--- src/rtl/uart_pkg.sv ---
// rtl/uart_pkg.sv - shared UART state encoding, parity modes and baud helper
package uart_pkg;

  typedef enum logic [2:0] {
    ST_IDLE   = 3'd0,
    ST_START  = 3'd1,
    ST_DATA   = 3'd2,
    ST_PARITY = 3'd3,
    ST_STOP   = 3'd4
  } uart_state_e;

  localparam int PAR_NONE = 0;
  localparam int PAR_ODD  = 1;
  localparam int PAR_EVEN = 2;

  function automatic int clks_per_bit(input int clk_hz, input int baud);
    return clk_hz / baud;
  endfunction

endpackage

--- src/rtl/uart_baud_gen.sv ---
// rtl/uart_baud_gen.sv - bit-period down-counter, tick on the last cycle of each bit
module uart_baud_gen #(
  parameter int CLKS_PER_BIT = 4
) (
  input  logic clk,
  input  logic rst,
  input  logic run,
  input  logic restart,
  output logic tick
);

  localparam int            CW     = $clog2(CLKS_PER_BIT);
  localparam logic [CW-1:0] RELOAD = CW'(CLKS_PER_BIT - 1);

  logic [CW-1:0] cnt_q, cnt_d;

  // Held at zero while idle so a fresh accept always starts a full bit period.
  always_comb begin
    cnt_d = cnt_q;
    if (restart) begin
      cnt_d = RELOAD;
    end else if (!run) begin
      cnt_d = '0;
    end else if (cnt_q == '0) begin
      cnt_d = RELOAD;
    end else begin
      cnt_d = cnt_q - CW'(1);
    end
  end

  always_ff @(posedge clk) begin
    if (rst) begin
      cnt_q <= '0;
    end else begin
      cnt_q <= cnt_d;
    end
  end

  assign tick = run && (cnt_q == '0);

endmodule

--- src/rtl/uart_tx_cfg.sv ---
// rtl/uart_tx_cfg.sv - parametrised UART transmitter with valid/ready input
module uart_tx_cfg
  import uart_pkg::*;
#(
  parameter int CLK_HZ    = 12_000_000,
  parameter int BAUD      = 9600,
  parameter int DATA_BITS = 8,
  parameter int PARITY    = 0,
  parameter int STOP_BITS = 1
) (
  input  logic                 CLK,
  input  logic                 RST,
  input  logic                 TX_DV,
  input  logic [DATA_BITS-1:0] TX_BYTE,
  output logic                 TX_READY,
  output logic                 TX_DATA,
  output logic                 BUSY
);

  localparam int         CPB       = clks_per_bit(CLK_HZ, BAUD);
  localparam logic [3:0] LAST_DATA = 4'(DATA_BITS - 1);
  localparam logic [3:0] LAST_STOP = 4'(STOP_BITS - 1);

  if (DATA_BITS < 5 || DATA_BITS > 9) begin : g_bad_data_bits
    $error("uart_tx_cfg: DATA_BITS must be 5..9");
  end
  if (PARITY < 0 || PARITY > 2) begin : g_bad_parity
    $error("uart_tx_cfg: PARITY must be 0, 1 or 2");
  end
  if (STOP_BITS != 1 && STOP_BITS != 2) begin : g_bad_stop_bits
    $error("uart_tx_cfg: STOP_BITS must be 1 or 2");
  end
  if (CPB < 2) begin : g_bad_clks_per_bit
    $error("uart_tx_cfg: CLK_HZ/BAUD must be at least 2");
  end

  uart_state_e          state_q, state_d;
  logic [DATA_BITS-1:0] shreg_q, shreg_d;
  logic                 parity_q, parity_d;
  logic [3:0]           idx_q, idx_d;
  logic                 tx_q, tx_d;
  logic                 busy_q, busy_d;
  logic                 tick, last_stop, accept;

  uart_baud_gen #(.CLKS_PER_BIT(CPB)) u_baud (
    .clk     (CLK),
    .rst     (RST),
    .run     (state_q != ST_IDLE),
    .restart (accept),
    .tick    (tick)
  );

  assign last_stop = (state_q == ST_STOP) && tick && (idx_q == LAST_STOP);
  assign TX_READY  = (state_q == ST_IDLE) || last_stop;
  assign accept    = TX_DV && TX_READY;

  always_ff @(posedge CLK) begin
    if (RST) begin
      state_q  <= ST_IDLE;
      shreg_q  <= '0;
      parity_q <= 1'b0;
      idx_q    <= '0;
      tx_q     <= 1'b1;
      busy_q   <= 1'b0;
    end else begin
      state_q  <= state_d;
      shreg_q  <= shreg_d;
      parity_q <= parity_d;
      idx_q    <= idx_d;
      tx_q     <= tx_d;
      busy_q   <= busy_d;
    end
  end

  always_comb begin
    state_d  = state_q;
    shreg_d  = shreg_q;
    parity_d = parity_q;
    idx_d    = idx_q;
    unique case (state_q)
      ST_IDLE: begin
        if (accept) state_d = ST_START;
      end
      ST_START: begin
        if (tick) begin
          state_d = ST_DATA;
          idx_d   = '0;
        end
      end
      ST_DATA: begin
        if (tick) begin
          shreg_d = shreg_q >> 1;
          if (idx_q == LAST_DATA) begin
            idx_d   = '0;
            state_d = (PARITY != PAR_NONE) ? ST_PARITY : ST_STOP;
          end else begin
            idx_d = idx_q + 4'd1;
          end
        end
      end
      ST_PARITY: begin
        if (tick) begin
          state_d = ST_STOP;
          idx_d   = '0;
        end
      end
      ST_STOP: begin
        if (tick) begin
          if (idx_q == LAST_STOP) begin
            idx_d   = '0;
            state_d = accept ? ST_START : ST_IDLE;
          end else begin
            idx_d = idx_q + 4'd1;
          end
        end
      end
      default: begin
        state_d = ST_IDLE;
        idx_d   = '0;
      end
    endcase
    // Word and its parity are frozen at the accepting edge.
    if (accept) begin
      shreg_d  = TX_BYTE;
      parity_d = (PARITY == PAR_EVEN) ? ^TX_BYTE : ~^TX_BYTE;
    end
  end

  // Outputs derive from the next state so the pin is a plain flop.
  always_comb begin
    tx_d   = 1'b1;
    busy_d = 1'b1;
    case (state_d)
      ST_IDLE:   busy_d = 1'b0;
      ST_START:  tx_d   = 1'b0;
      ST_DATA:   tx_d   = shreg_d[0];
      ST_PARITY: tx_d   = parity_q;
      ST_STOP:   tx_d   = 1'b1;
      default:   busy_d = 1'b0;
    endcase
  end

  assign TX_DATA = tx_q;
  assign BUSY    = busy_q;

endmodule

--- config.mk ---
export PLATFORM = sky130hd
export DESIGN_NAME = uart_tx_cfg
export DESIGN_NICKNAME = d
export VERILOG_FILES = /design/src/rtl/uart_pkg.sv /design/src/rtl/uart_baud_gen.sv /design/src/rtl/uart_tx_cfg.sv
export SDC_FILE = /design/constraint.sdc
export NUM_CORES = 1
export LEC_CHECK = 0
export CAP_MARGIN = 5
export CORE_MARGIN = 2
export CORE_UTILIZATION = 60
export DETAILED_ROUTE_END_ITERATION = 16
export PLACE_DENSITY = 0.92
export REMOVE_ABC_BUFFERS = 1
export SLEW_MARGIN = 40
export SYNTH_ARGS = -nofsm -noshare
export SYNTH_HDL_FRONTEND = slang
export SYNTH_SLANG_ARGS = --single-unit
--- constraint.sdc ---
create_clock -name CLK -period 3.8 [get_ports CLK]
set_input_delay 1.14 -clock CLK [delete_from_list [all_inputs] [get_ports CLK]]
set_output_delay 1.14 -clock CLK [all_outputs]
set_load 0.05 [all_outputs]
==> summary.md <==
| Metric | Value |
|---|---|
| Hold_buf cts | `0` |
| CP required | `2.66 ns` |
| Simple-gate share of the synthesized area | `27.0%` |
| Die Wd | `55.5 µm` |
| CP startpoint kind | `flop` |
| Syn_area_per_cell | `8.51 µm²` |
| Cell Area, Synth | `1590 µm²` |
| CP Data Arrival Time | `2.19 ns` |
| Worst r2r src | `u_baud.cnt_q[0]$_SDFF_PP0_` |
| Crit path max-delay family | `simple AND/OR/NAND/NOR gates` |
| Num rows | `18` |
| Register area | `581 µm²` |
| Overall global routing resource usage | `23.3%` |
| Hold EP | `shreg_q[7]$_SDFFE_PP0P_` |
| Mux cell area share after synthesis | `2.59%` |
| Max-Cap Viols | `0` |
| Initial antenna violation count | `0` |
| Cells after synthesis | `187` |
| Power per cell area | `546 nW/µm²` |
| Worst reg2reg setup slack | `1.20 ns` |
| Setup crit end kind | `primary output` |
| Die ar. | `3080 µm²` |
| CTS root buf | `clkbuf_4` |
| Clock latency on the worst-skew pair | `0.34 ns` |
| Most common library cell in the layout ignoring fill and taps | `dfxtp_1` |
| Resized Gates After CTS | `0` |
| Synth cell types | `49` |
| Fraction of layout cells with a size suffix above 1 | `10.1%` |
| XOR/XNOR Fraction of Synth Area | `8.25%` |
| Final setup vio count | `0` |
| Post-synthesis adder-cell area fraction | `3.14%` |
| Async set-reset flop share out of synthesis | `0%` |
| Post-CTS Setup Bufs | `0` |
| I/O Pins | `14` |
| Clk slew on worst S/H paths | `0.10 ns` |
| Overflow after GRT | `0` |
| Vias per cell | `6.17` |
| Slew margin rel. | `49.3%` |
| Multi-input logic area | `933 µm²` |
| Post-synthesis sequential area ratio | `36.5%` |
| Initial drt markers | `70` |
| LEAKAGE | `0.000653 µW` |
| Post-DP HPWL | `2.48 mm` |
| Worst-Margin Slew | `0.758 ns` |
| Diode count | `0` |
| Overall routed net length | `3.38 mm` |
| Status | `complete, no violations` |
| Post-route DRC | `0` |
| RSZ-0062 raised after global routing | `false` |
| Complex-gate fraction of the synthesized area | `17.7%` |
| Initial DRT Pass Iterations | `4` |
| CTS buffer count | `5` |
| Critical Path Max Stage Delay | `0.49 ns` |
| Crit path max fanout | `4` |
| Most frequent cells in the layout | `dfxtp_1 (29), nor2_1 (20), nand2_1 (14)` |
| Min-Delay Path Class | `flop to flop` |
| Vias in the first global route | `1,319` |
| RePlAce Congestion | `0.877` |
| Main combinational cell family by area after synthesis | `simple AND/OR/NAND/NOR gates` |
| Period utilization | `87.7%` |
| Via count | `1,407` |
| Final Hold Viols | `0` |
| Hold slack | `0.492 ns` |
| DR WL/cell | `14.8 µm` |
| CP Class | `flop to primary output` |
| IO buf count | `13` |
| FF+latch count, synth | `29` |
| CP max-delay cell | `or4b_4` |
| Yosys warning count | `0` |
| Die H | `55.5 µm` |
| WHS Path Cells | `2` |
| Buf+Inv Stages, Crit Path | `2` |
| # H-tree levels | `2` |
| EDFF count, synth | `0` |
| Slew Viols, Final | `0` |
| Reg-to-reg endpoint | `shreg_q[6]$_SDFFE_PP0P_` |
| Dominant synthesized flop cell | `dfxtp_1` |
| Area Growth Syn to Fin | `11.1%` |
| Clock Path Buffers | `2` |
| Worst Skew | `0.0118 ns` |
| Clk sink count | `29` |
| Peak VDD IR | `463 µV` |
| Final #Nets | `212` |
| R2r worst-path depth | `7` |
| Largest net degree at the start of global routing | `21` |
| CORE AREA | `2500 µm²` |
| Final min period | `3.33 ns` |
| Global-route wire length before repair | `5.72 mm` |
| Hold_sp | `shreg_q[7]$_SDFFE_PP0P_` |
| CP cell instances | `inv_1 > ha_1 > or4b_4 > o41ai_4 > and2_2 > buf_4` |
| Filler cell count | `200` |
| Setup_tns | `0 ns` |
| CTS tree | `done` |
| Initial Util | `63.7%` |
| Fmax | `300 MHz` |
| ANT nets after route | `0` |
cells in the mapped netlist, types with 4 or more instances:
cell,number,area share (%)
dfxtp_1,29,36
nor2_1,20,4.7
nand2_1,14,3.3
xnor2_1,12,6.6
a21oi_1,11,3.5
nand3_1,11,3.5
nor3_1,11,3.5
clkbuf_1,9,2.1
a311oi_1,6,3.3
inv_1,6,1.4
o22ai_1,5,2.0
ha_1,4,3.1
nand4_1,4,1.6
registers in the layout (all words and copies together), names as in the netlist:
| signal | count |
|---|---|
| u_baud.cnt_q | 11 |
| shreg_q | 8 |
| idx_q | 4 |
| state_q | 3 |
| BUSY | 1 |
| TX_DATA | 1 |
| parity_q | 1 |
worst max path at each step:
stage          depth (start not counted)  endpoint                       start  slack (ns)
6_report                               6  TX_READY  u_baud.cnt_q[0]$_SDFF_PP0_        0.47
5_1_grt                                6  TX_READY  u_baud.cnt_q[0]$_SDFF_PP0_        0.37
4_1_cts                                6  TX_READY  u_baud.cnt_q[0]$_SDFF_PP0_        0.48
3_5_place_dp                           6  TX_READY  u_baud.cnt_q[0]$_SDFF_PP0_        0.85
3_3_place_gp                           6  TX_READY  u_baud.cnt_q[0]$_SDFF_PP0_        0.92
2_1_floorplan                          5  TX_READY  u_baud.cnt_q[0]$_SDFF_PP0_        1.01
area by class of cell:
class,count,share of cell area (%)
clock inverters,2,0.566
multi-input cells,140,52.8
well taps,30,2.12
inverters,6,1.27
repair buffers,15,8.07
flip-flops and latches,29,32.8
clock buffers,6,2.34
worst reg2reg max path, stage by stage (launching register included):
cell	delay (ns)
dfxtp_1	0.33
inv_1	0.12
ha_1	0.18
or4b_4	0.49
o41ai_4	0.31
nand3_1	0.61
nor2_1	0.32
a311oi_1	0.08
power breakdown:
group	switching [µW]	total [µW]	internal (µW)
clock	109	179	70.3
sequential	39.8	387	347
combinational	238	400	162
total	386	966	579
logic make-up after synthesis:
family	after synthesis
AOI/OAI and AO/OA	38
xor gates and xnor gates	15
DFF	29
adders and majority gates	4
and+or+nand+nor	79
buffers and inverters	18
muxes	4
stage by stage:
stage	worst slack, ns	cells	power (µW)	util, %	instance area, µm²
3_3_place_gp	0.917	220	771	68.7	1720
6_report	0.466	228	966	70.7	1770
5_1_grt	0.375	228	1030	70.7	1770
4_1_cts	0.483	228	963	70.7	1770
3_5_place_dp	0.855	220	786	68.7	1720
2_1_floorplan	1.01	175	687	-	1540
routing by layer:
metal	vias up	GRT usage (%)	wire [µm]
li1	703	-	-
met1	656	27.7	1470
met2	42	39.6	1680
met3	6	7.26	189
met4	0	7.67	42
met5	-	0	0
Note: power is estimated with default switching activity, not from simulation.
